### src/rtl/sm_pkg.sv
`default_nettype none
// ============================================================================
//  Module      : sm_pkg
//  Description : Shared state encoding and stream-header field layout for the
//                SM loader and its run timer.
//  Revision    : 1.0 - initial release
// ============================================================================
package sm_pkg;

    typedef enum logic [2:0] {
        ST_IDLE = 3'd0,
        ST_LOAD = 3'd1,
        ST_ARM  = 3'd2,
        ST_RUN  = 3'd3,
        ST_DONE = 3'd4
    } sm_state_e;

    // Header: [ADDR_LSB +: AW] start address, [CNT_LSB +: AW] count-1, MSB = LAST.
    localparam int HDR_ADDR_LSB = 0;

    function automatic int HDR_CNT_LSB(input int addr_width);
        return HDR_ADDR_LSB + addr_width;
    endfunction

    function automatic int HDR_LAST_BIT(input int in_width);
        return in_width - 1;
    endfunction

endpackage
`default_nettype wire

### src/rtl/sm_run_timer.sv
`default_nettype none
// ============================================================================
//  Module      : sm_run_timer
//  Description : RUN-phase cycle counter; flags expiry on cycle RUN_TIMEOUT-1.
//  Revision    : 1.0 - initial release
// ============================================================================
module sm_run_timer #(
    parameter int RUN_TIMEOUT = 1024,
    parameter int TMR_WIDTH   = 10
) (
    input  logic i_clk,
    input  logic i_rst,
    input  logic i_clear,
    input  logic i_enable,
    output logic o_expired
);

    localparam logic [TMR_WIDTH-1:0] c_LIMIT = TMR_WIDTH'(RUN_TIMEOUT - 1);

    logic [TMR_WIDTH-1:0] r_count_q;
    logic [TMR_WIDTH-1:0] w_count_d;

    // Saturates at the limit so a stuck enable can never wrap back to zero.
    always_comb begin
        w_count_d = r_count_q;
        if (i_clear) begin
            w_count_d = '0;
        end else if (i_enable && (r_count_q != c_LIMIT)) begin
            w_count_d = r_count_q + TMR_WIDTH'(1);
        end
    end

    always_ff @(posedge i_clk) begin
        if (i_rst) begin
            r_count_q <= '0;
        end else begin
            r_count_q <= w_count_d;
        end
    end

    assign o_expired = i_enable && (r_count_q == c_LIMIT);

endmodule
`default_nettype wire

### src/rtl/sm_loader.sv
`default_nettype none
// ============================================================================
//  Module      : sm_loader
//  Description : Loads framed stream words into CODE/DATA RAM, then runs the
//                SM core until RDY or timeout and latches its result.
//  Revision    : 1.0 - initial release
// ============================================================================
module sm_loader
    import sm_pkg::*;
#(
    parameter int ADDR_WIDTH   = 7,
    parameter int IN_WIDTH     = 21,
    parameter int RESULT_WIDTH = 16,
    parameter int RUN_TIMEOUT  = 1024,
    parameter int TMR_WIDTH    = 10
) (
    input  logic                    i_CLK,
    input  logic                    i_RST,
    input  logic                    i_VALID,
    input  logic [IN_WIDTH-1:0]     i_DATA,
    output logic                    o_READY,
    output logic                    o_WE,
    output logic [ADDR_WIDTH-1:0]   o_ADDRESS,
    output logic [IN_WIDTH-1:0]     o_DATA,
    output logic                    o_CORE_HOLD,
    input  logic                    i_RDY,
    input  logic                    i_ERROR,
    input  logic [RESULT_WIDTH-1:0] i_RESULT,
    output logic                    o_DONE,
    output logic [RESULT_WIDTH-1:0] o_RESULT,
    output logic                    o_ERROR,
    output logic                    o_TIMEOUT
);

    localparam int c_CNT_LSB  = HDR_CNT_LSB(ADDR_WIDTH);
    localparam int c_LAST_BIT = HDR_LAST_BIT(IN_WIDTH);

    sm_state_e               r_state_q, w_state_d;
    logic [ADDR_WIDTH-1:0]   r_addr_q, w_addr_d;
    logic [ADDR_WIDTH-1:0]   r_cnt_q, w_cnt_d;
    logic                    r_last_q, w_last_d;
    logic                    r_we_q, w_we_d;
    logic [ADDR_WIDTH-1:0]   r_wr_addr_q, w_wr_addr_d;
    logic [IN_WIDTH-1:0]     r_wr_data_q, w_wr_data_d;
    logic [RESULT_WIDTH-1:0] r_result_q, w_result_d;
    logic                    r_error_q, w_error_d;
    logic                    r_timeout_q, w_timeout_d;

    logic w_accept;
    logic w_run;
    logic w_expired;

    assign o_READY  = (r_state_q == ST_IDLE) || (r_state_q == ST_LOAD) || (r_state_q == ST_DONE);
    assign w_accept = i_VALID && o_READY;
    assign w_run    = (r_state_q == ST_RUN);

    sm_run_timer #(
        .RUN_TIMEOUT (RUN_TIMEOUT),
        .TMR_WIDTH   (TMR_WIDTH)
    ) u_run_timer (
        .i_clk     (i_CLK),
        .i_rst     (i_RST),
        .i_clear   (!w_run),
        .i_enable  (w_run),
        .o_expired (w_expired)
    );

    always_comb begin
        w_state_d   = r_state_q;
        w_addr_d    = r_addr_q;
        w_cnt_d     = r_cnt_q;
        w_last_d    = r_last_q;
        w_we_d      = 1'b0;
        w_wr_addr_d = r_wr_addr_q;
        w_wr_data_d = r_wr_data_q;
        w_result_d  = r_result_q;
        w_error_d   = r_error_q;
        w_timeout_d = r_timeout_q;

        case (r_state_q)
            ST_IDLE, ST_DONE: begin
                if (w_accept) begin
                    w_addr_d    = i_DATA[HDR_ADDR_LSB +: ADDR_WIDTH];
                    w_cnt_d     = i_DATA[c_CNT_LSB +: ADDR_WIDTH];
                    w_last_d    = i_DATA[c_LAST_BIT];
                    w_result_d  = '0;
                    w_error_d   = 1'b0;
                    w_timeout_d = 1'b0;
                    w_state_d   = ST_LOAD;
                end
            end
            ST_LOAD: begin
                if (w_accept) begin
                    w_we_d      = 1'b1;
                    w_wr_addr_d = r_addr_q;
                    w_wr_data_d = i_DATA;
                    w_addr_d    = r_addr_q + ADDR_WIDTH'(1);
                    // r_cnt_q holds words remaining minus one.
                    if (r_cnt_q == '0) begin
                        w_state_d = r_last_q ? ST_ARM : ST_IDLE;
                    end else begin
                        w_cnt_d = r_cnt_q - ADDR_WIDTH'(1);
                    end
                end
            end
            ST_ARM: begin
                w_state_d = ST_RUN;
            end
            ST_RUN: begin
                if (i_RDY) begin
                    w_result_d  = i_RESULT;
                    w_error_d   = i_ERROR;
                    w_timeout_d = 1'b0;
                    w_state_d   = ST_DONE;
                end else if (w_expired) begin
                    w_result_d  = '0;
                    w_error_d   = 1'b1;
                    w_timeout_d = 1'b1;
                    w_state_d   = ST_DONE;
                end
            end
            default: begin
                w_state_d = ST_IDLE;
            end
        endcase
    end

    always_ff @(posedge i_CLK) begin
        if (i_RST) begin
            r_state_q   <= ST_IDLE;
            r_addr_q    <= '0;
            r_cnt_q     <= '0;
            r_last_q    <= 1'b0;
            r_we_q      <= 1'b0;
            r_wr_addr_q <= '0;
            r_wr_data_q <= '0;
            r_result_q  <= '0;
            r_error_q   <= 1'b0;
            r_timeout_q <= 1'b0;
        end else begin
            r_state_q   <= w_state_d;
            r_addr_q    <= w_addr_d;
            r_cnt_q     <= w_cnt_d;
            r_last_q    <= w_last_d;
            r_we_q      <= w_we_d;
            r_wr_addr_q <= w_wr_addr_d;
            r_wr_data_q <= w_wr_data_d;
            r_result_q  <= w_result_d;
            r_error_q   <= w_error_d;
            r_timeout_q <= w_timeout_d;
        end
    end

    assign o_WE        = r_we_q;
    assign o_ADDRESS   = r_wr_addr_q;
    assign o_DATA      = r_wr_data_q;
    assign o_CORE_HOLD = !w_run;
    assign o_DONE      = (r_state_q == ST_DONE);
    assign o_RESULT    = r_result_q;
    assign o_ERROR     = r_error_q;
    assign o_TIMEOUT   = r_timeout_q;

endmodule
`default_nettype wire

### config.mk
export PLATFORM = sky130hd
export DESIGN_NAME = sm_loader
export DESIGN_NICKNAME = d
export VERILOG_FILES = /design/src/rtl/sm_pkg.sv /design/src/rtl/sm_run_timer.sv /design/src/rtl/sm_loader.sv
export SDC_FILE = /design/constraint.sdc
export NUM_CORES = 1
export LEC_CHECK = 0
export BUFFER_PORTS_ARGS = -buffer_cell sky130_fd_sc_hd__buf_2
export CAP_MARGIN = 15
export CELL_PAD_IN_SITES_DETAIL_PLACEMENT = 2
export CELL_PAD_IN_SITES_GLOBAL_PLACEMENT = 2
export CORE_ASPECT_RATIO = 1.4
export CORE_MARGIN = 3
export CORE_UTILIZATION = 33
export CTS_BUF_LIST = sky130_fd_sc_hd__clkbuf_2
export DETAILED_ROUTE_END_ITERATION = 12
export GPL_TIMING_DRIVEN = 0
export PLACE_DENSITY = 0.93
export REMOVE_ABC_BUFFERS = 1
export SYNTH_ARGS = -nofsm -noshare
export SYNTH_HDL_FRONTEND = slang
export SYNTH_SLANG_ARGS = --single-unit
### constraint.sdc
create_clock -name i_CLK -period 4.91 [get_ports i_CLK]
set_input_delay 0.7365 -clock i_CLK [delete_from_list [all_inputs] [get_ports i_CLK]]
set_output_delay 0.7365 -clock i_CLK [all_outputs]
set_load 0.02 [all_outputs]
Yosys cells after proc, flatten, opt, wreduce, memory -nomap -nowiden. Cells that the tools add are included.

Output and inout port bits: 50. Input port bits: 42. Word-level logic and storage cells: 71. Flip-flop bits (word level): 75.

Bitwise logic cells: 2. Mux-type cells: 25. Reduce and logical (&&, ||, !) cells: 19. Equal/unequal tests: 11. Add/subtract/negate cells: 3.

Operators by type and width (number): $mux 16 (3); $mux 7 (5); $pmux 16 s2 (1); $pmux 7 s2 (2); $mux 3 (5); $pmux 3 s4 (1); $add 10x1->10 const B (1); $eq 10x10->1 const B (1); $ne 10x10->1 const B (1); $reduce_and 4->1 (2); $add 7x1->7 const B (1); $logic_not 7->1 (1); $sub 7x1->7 const B (1); $eq 3x2->1 const B (2); $ne 2x2->1 const B (3); $reduce_and 3->1 (2); $reduce_or 2->1 (3); $mux 1 (5); $pmux 1 s2 (2); $reduce_and 2->1 (2); $reduce_bool 2->1 (2); $eq 3x1->1 const B (1); $eq 3x3->1 const B (1); $logic_and 1x1->1 (3); 7 further kinds (9).

Depth between registers and ports, before layout.
Word-level depth: 6. Mapped depth: 8. Depth with buffers taken out: 6.

Hierarchy. Synthesis repeated with hierarchy kept, for this count alone.

Cells, all modules: 397. Area, all modules: 3294.4 µm².

By module, submodules not included: sm_loader (seq. area each 1301.2 µm², cells an instance 338, times used 1, area each 2765.2 µm²); sm_run_timer (seq. area each 200.2 µm², cells an instance 59, times used 1, area each 529.3 µm²).

Worst setup path before layout. No wires, ideal clock.

Kind: register to output. Start point: register r_state_q[0]. End point: output o_DONE. Path buffers: 2. Stages on the path, launching flop included: 4. Slack: 3.016 ns. Arrival: 1.158 ns. Required time: 4.174 ns. Cell sequence: dfxtp_1 buf_2 clkbuf_1 nor3_1.

Longest elaborated chain between the ends: 1.

Ends and longest elaborated chain: from (decl) (line sm_loader.sv:38) `sm_state_e r_state_q, w_state_d;`; from (signal assigned) (line sm_loader.sv:141) `r_state_q <= w_state_d;`; $eq 3x3->1 (line sm_loader.sv:158) `assign o_DONE = (r_state_q == ST_DONE);`; to (decl) (line sm_loader.sv:29) `output logic o_DONE,`.

No other way between the ends.

Final worst setup path.
Start point: register r_state_q[0]. End point: register r_wr_data_q[20] (netlist: o_DATA[20]).

Longest elaborated chain between the ends: 5. Elaborated cells on any way between the ends: 7. Classes of those cells: eq/ne (2); reduce/logical (5).

Ends and longest elaborated chain: $eq 3x1->1 / $logic_not 3->1 (equally long branches) (line sm_loader.sv:53, sm_loader.sv:80); $logic_or 1x1->1 (2 in a row) (line sm_loader.sv:53) `assign o_READY = (r_state_q == ST_IDLE) || (r_state_q == ST_LOAD) || (r_state_q == ST_DONE);`; $logic_and 1x1->1 (line sm_loader.sv:54) `assign w_accept = i_VALID && o_READY;`; $reduce_and 2->1 (no source line) (*); to (signal assigned) (line sm_loader.sv:147) `r_wr_data_q <= w_wr_data_d;`; to (decl) (line sm_loader.sv:44) `logic [IN_WIDTH-1:0] r_wr_data_q, w_wr_data_d;`.

Every way passes the cells marked *; elsewhere a longest branch is shown, timed or not. A chain may end at the register's enable or synchronous reset.

==> qor.csv <==
stage,metric,value,unit
pwr,switchingPower,402,uW
logic_synthesis,synth_compound_area_share,22.7,%
timing,tightest_slew,1.07,ns
timing,finalCritPeriodShare,59.8,%
logic_synthesis,syn_area_per_cell,8.53,um^2
clock_network,clk_path_buf_depth,2,
global_routing,grtUsageTotal,17.9,%
pwr,power.total,1.19,mW
floorplan,ios,92,
floorplan,start_util,34.3,%
global_routing,grt_pass1_vias,3400,
critical_path,cp.required,5.35,ns
timing,layout_min_cycle_time,2.94,ns
clock_network,cts.clk_slew.worst_paths,0.24,ns
global_routing,antenna_found_initial,0,
pwr,p_seq_share,56.4,%
logic_synthesis,syn_inst,387,
route,detail_route.first_pass.iterations,4,
pwr,sw_frac_of_total,33.7,%
cells_and_area,area_growth_syn_to_layout,17.4,%
clock_network,cts_tree,built,
critical_path,path_max_fanout,28,
clock_network,cts_hold_buf,0,
clock_network,post-cts-setup-buffer-count,0,
pwr,p_leak,1.60,nW
timing,finalSetupViolations,0,
clock_network,numCtsBuffers,9,
placement,gp_congestion,0.774,
logic_synthesis,synth_edf_count,0,
clock_network,htreeDepth,3,
placement,dp_hpwl,7080,um
clock_network,root_buffer,clkbuf_2,
cells_and_area,n_fill_cell,1130,
critical_path,arrival,3.38,ns
logic_synthesis,synthSimpleGateAreaFrac,23.4,%
floorplan,die_area,0.0113,mm^2
clock_network,clkSinkCount,75,
pwr,peakVddDrop,0.132,mV
timing,finalMaxSlewViolations,0,
timing,fin_tns_setup,0,ns
timing,hold_viol_final,0,
critical_path,end_kind,flip-flop,
pwr,p_clk_share,24.5,%
timing,max_freq,340,MHz
clock_network,clk_latency,0.54,ns
route,dr_total_vias,3115,
cells_and_area,drive_gt1_share,25.3,%
floorplan,dieHeight,124,um
timing,skew,0.0349,ns
route,initialDrtViolationCount,67,
global_routing,grt_max_degree,54,
placement,post-place-ws,1.74,ns
route,drc,0,
route,wirelength,9710,um
logic_synthesis,ys.flop_type,dfxtp_1,
timing,rsz0062_at_grt,no,
outcome,status,finished clean,
critical_path,critPathKind,flip-flop to flip-flop,
cells_and_area,regArea,0.00150,mm^2
logic_synthesis,synth-xor-area-share,0.796,%
logic_synthesis,synth_mux_area_share,0.910,%
global_routing,grt_overflow,0,
timing,finalWorstSetupSlack,1.97,ns
cells_and_area,instances_no_fill,599,
cells_and_area,n_antenna_cell,0,
cells_and_area,layout.nets,508,
pwr,p_int,790,uW
run,maxCapViolations,0,
logic_synthesis,ys_types,55,
clock_network,post_cts_resized,0,
pwr,powerDensity,308,mW/mm^2
logic_synthesis,yosysSeqAreaShare,45.5,%
logic_synthesis,synthAdderAreaFrac,1.52,%
route,post_drt_wl_per_cell,16.2,um
timing,slew_headroom,28.9,%
logic_synthesis,yosys_warnings,0,
logic_synthesis,synth-seq-cells,75,
logic_synthesis,async_flop_share,0,%
route,drtAntennaViolNets,0,
floorplan,die_x,90.5,um
placement,numPortBuffers,91,
logic_synthesis,netlist_area,0.00330,mm^2
floorplan,placementRows,42,
critical_path,worst_setup_path_start_kind,flip-flop,
floorplan,core_area,0.00962,mm^2
pwr,combPwrFrac,19.1,%
placement,dp.cells,582,
global_routing,grt_first_pass_wirelength,16600,um
worst_hold_path,hp-class,input port to flip-flop,
route,vias_per_cell,5.20,
logic_synthesis,synth_top_family_by_area,simple AND/OR/NAND/NOR gates,
cells_and_area,multi_input_area,0.00163,mm^2
-- area by class of cell --
cell class                 instances  area share (%)
clock buffer                       9            1.16
multi-input combinational        278            42.0
timing repair buffer              92            12.1
clock inverter                     7            1.10
sequential                        75            38.7
tap                              132            4.26
inverter                           6           0.581
-- critical path: stages (launching register included) --
cell and delay (ns):
dfxtp_1 0.81, nor3b_2 0.73, and3_1 0.98, nand2_1 0.15, a21oi_1 0.19
-- final timing paths --
path,start,end,slack [ns],depth (start not counted)
worst max-delay path,r_state_q[0],o_DATA[20],1.97,4
worst min register to register,o_DATA[4],o_DATA[4],0.47,2
worst min-delay path,i_DATA[19],o_DATA[19],0.39,3
worst max register to register,r_state_q[0],o_DATA[20],1.97,4
-- per-layer routing --
metal  GRT usage [%]  up-vias  part of all wire, %  wire, um
li1                -     1523                    -         -
met3            5.68        5                  6.0       582
met4            4.87        0                 0.78        76
met2            31.9       78                   52      5010
met1            20.4     1509                   42      4050
met5               0        -                    0         0
-- synthesized netlist by cell type (2+ instances only) --
cell	number	area share, %
a22o_1	17	4.5
nor3_1	9	1.4
mux2i_1	3	0.91
o21ai_1	7	1.1
nor2_1	14	1.6
ha_1	4	1.5
o21ai_0	12	1.8
xnor2_1	2	0.53
o31ai_1	5	1.1
nor4_2	2	0.76
nand3_1	7	1.1
a31oi_1	7	1.3
nand3b_1	2	0.45
nand2b_1	3	0.57
clkbuf_1	9	1.0
and3_1	6	1.1
nand2_1	80	9.1
o2111ai_1	2	0.53
buf_2	15	2.3
buf_6	3	1.0
dfxtp_1	75	46
nand4_1	5	0.95
a21oi_1	48	7.3
or4_1	2	0.45
inv_1	6	0.68
nor3b_1	4	0.91
and2_1	7	1.3
a211o_1	4	1.1
-- cells in the final DEF (no fill, tap or decap), types with 4 or more instances in the layout --
cell and count:
and3_1 6, nor2_1 14, o31ai_1 5, a21oi_1 48
o21ai_1 7, dfxtp_1 75, ha_1 4, inv_1 6
clkbuf_2 9, buf_2 91, nand3_1 7, o21ai_0 12
and2_1 7, a22o_1 17, a211o_1 4, nand2_1 80
nor3b_1 4, a31oi_1 7, nand4_1 5, nor3_1 9
-- power by group through the flow --
stage / clock, mW / sequential, mW / combinational [mW]
finish: 0.292 / 0.673 / 0.228
global route: 0.341 / 0.681 / 0.259
CTS: 0.311 / 0.674 / 0.230
detailed placement: 0 / 0.686 / 0.229
global placement: 0 / 0.683 / 0.218
floorplan: 0 / 0.693 / 0.132
-- through the flow --
stage	util (%)	area [um^2]	hold WS, ns
floorplan	-	3150	0.445
global placement	39.2	3770	0.438
detailed placement	39.2	3770	0.446
CTS	40.1	3860	0.326
global route	40.3	3870	0.320
finish	40.3	3870	0.390
-- logic make-up after synthesis --
group | Yosys count
compound gates | 114
flops | 75
mux | 3
xor+xnor | 3
simple gates | 154
buf+inv | 34
fa+ha+maj | 4
-- registers in the layout, summed over array words and instances (netlist names) --
| name | flops |
|---|---|
| r_addr_q | 7 |
| o_DATA | 21 |
| r_state_q | 3 |
| r_cnt_q | 7 |
| o_TIMEOUT | 1 |
| o_ERROR | 1 |
| u_run_timer.r_count_q | 10 |
| r_last_q | 1 |
| o_ADDRESS | 7 |
| o_RESULT | 16 |
| o_WE | 1 |
Power figures use the tool's default switching activity.
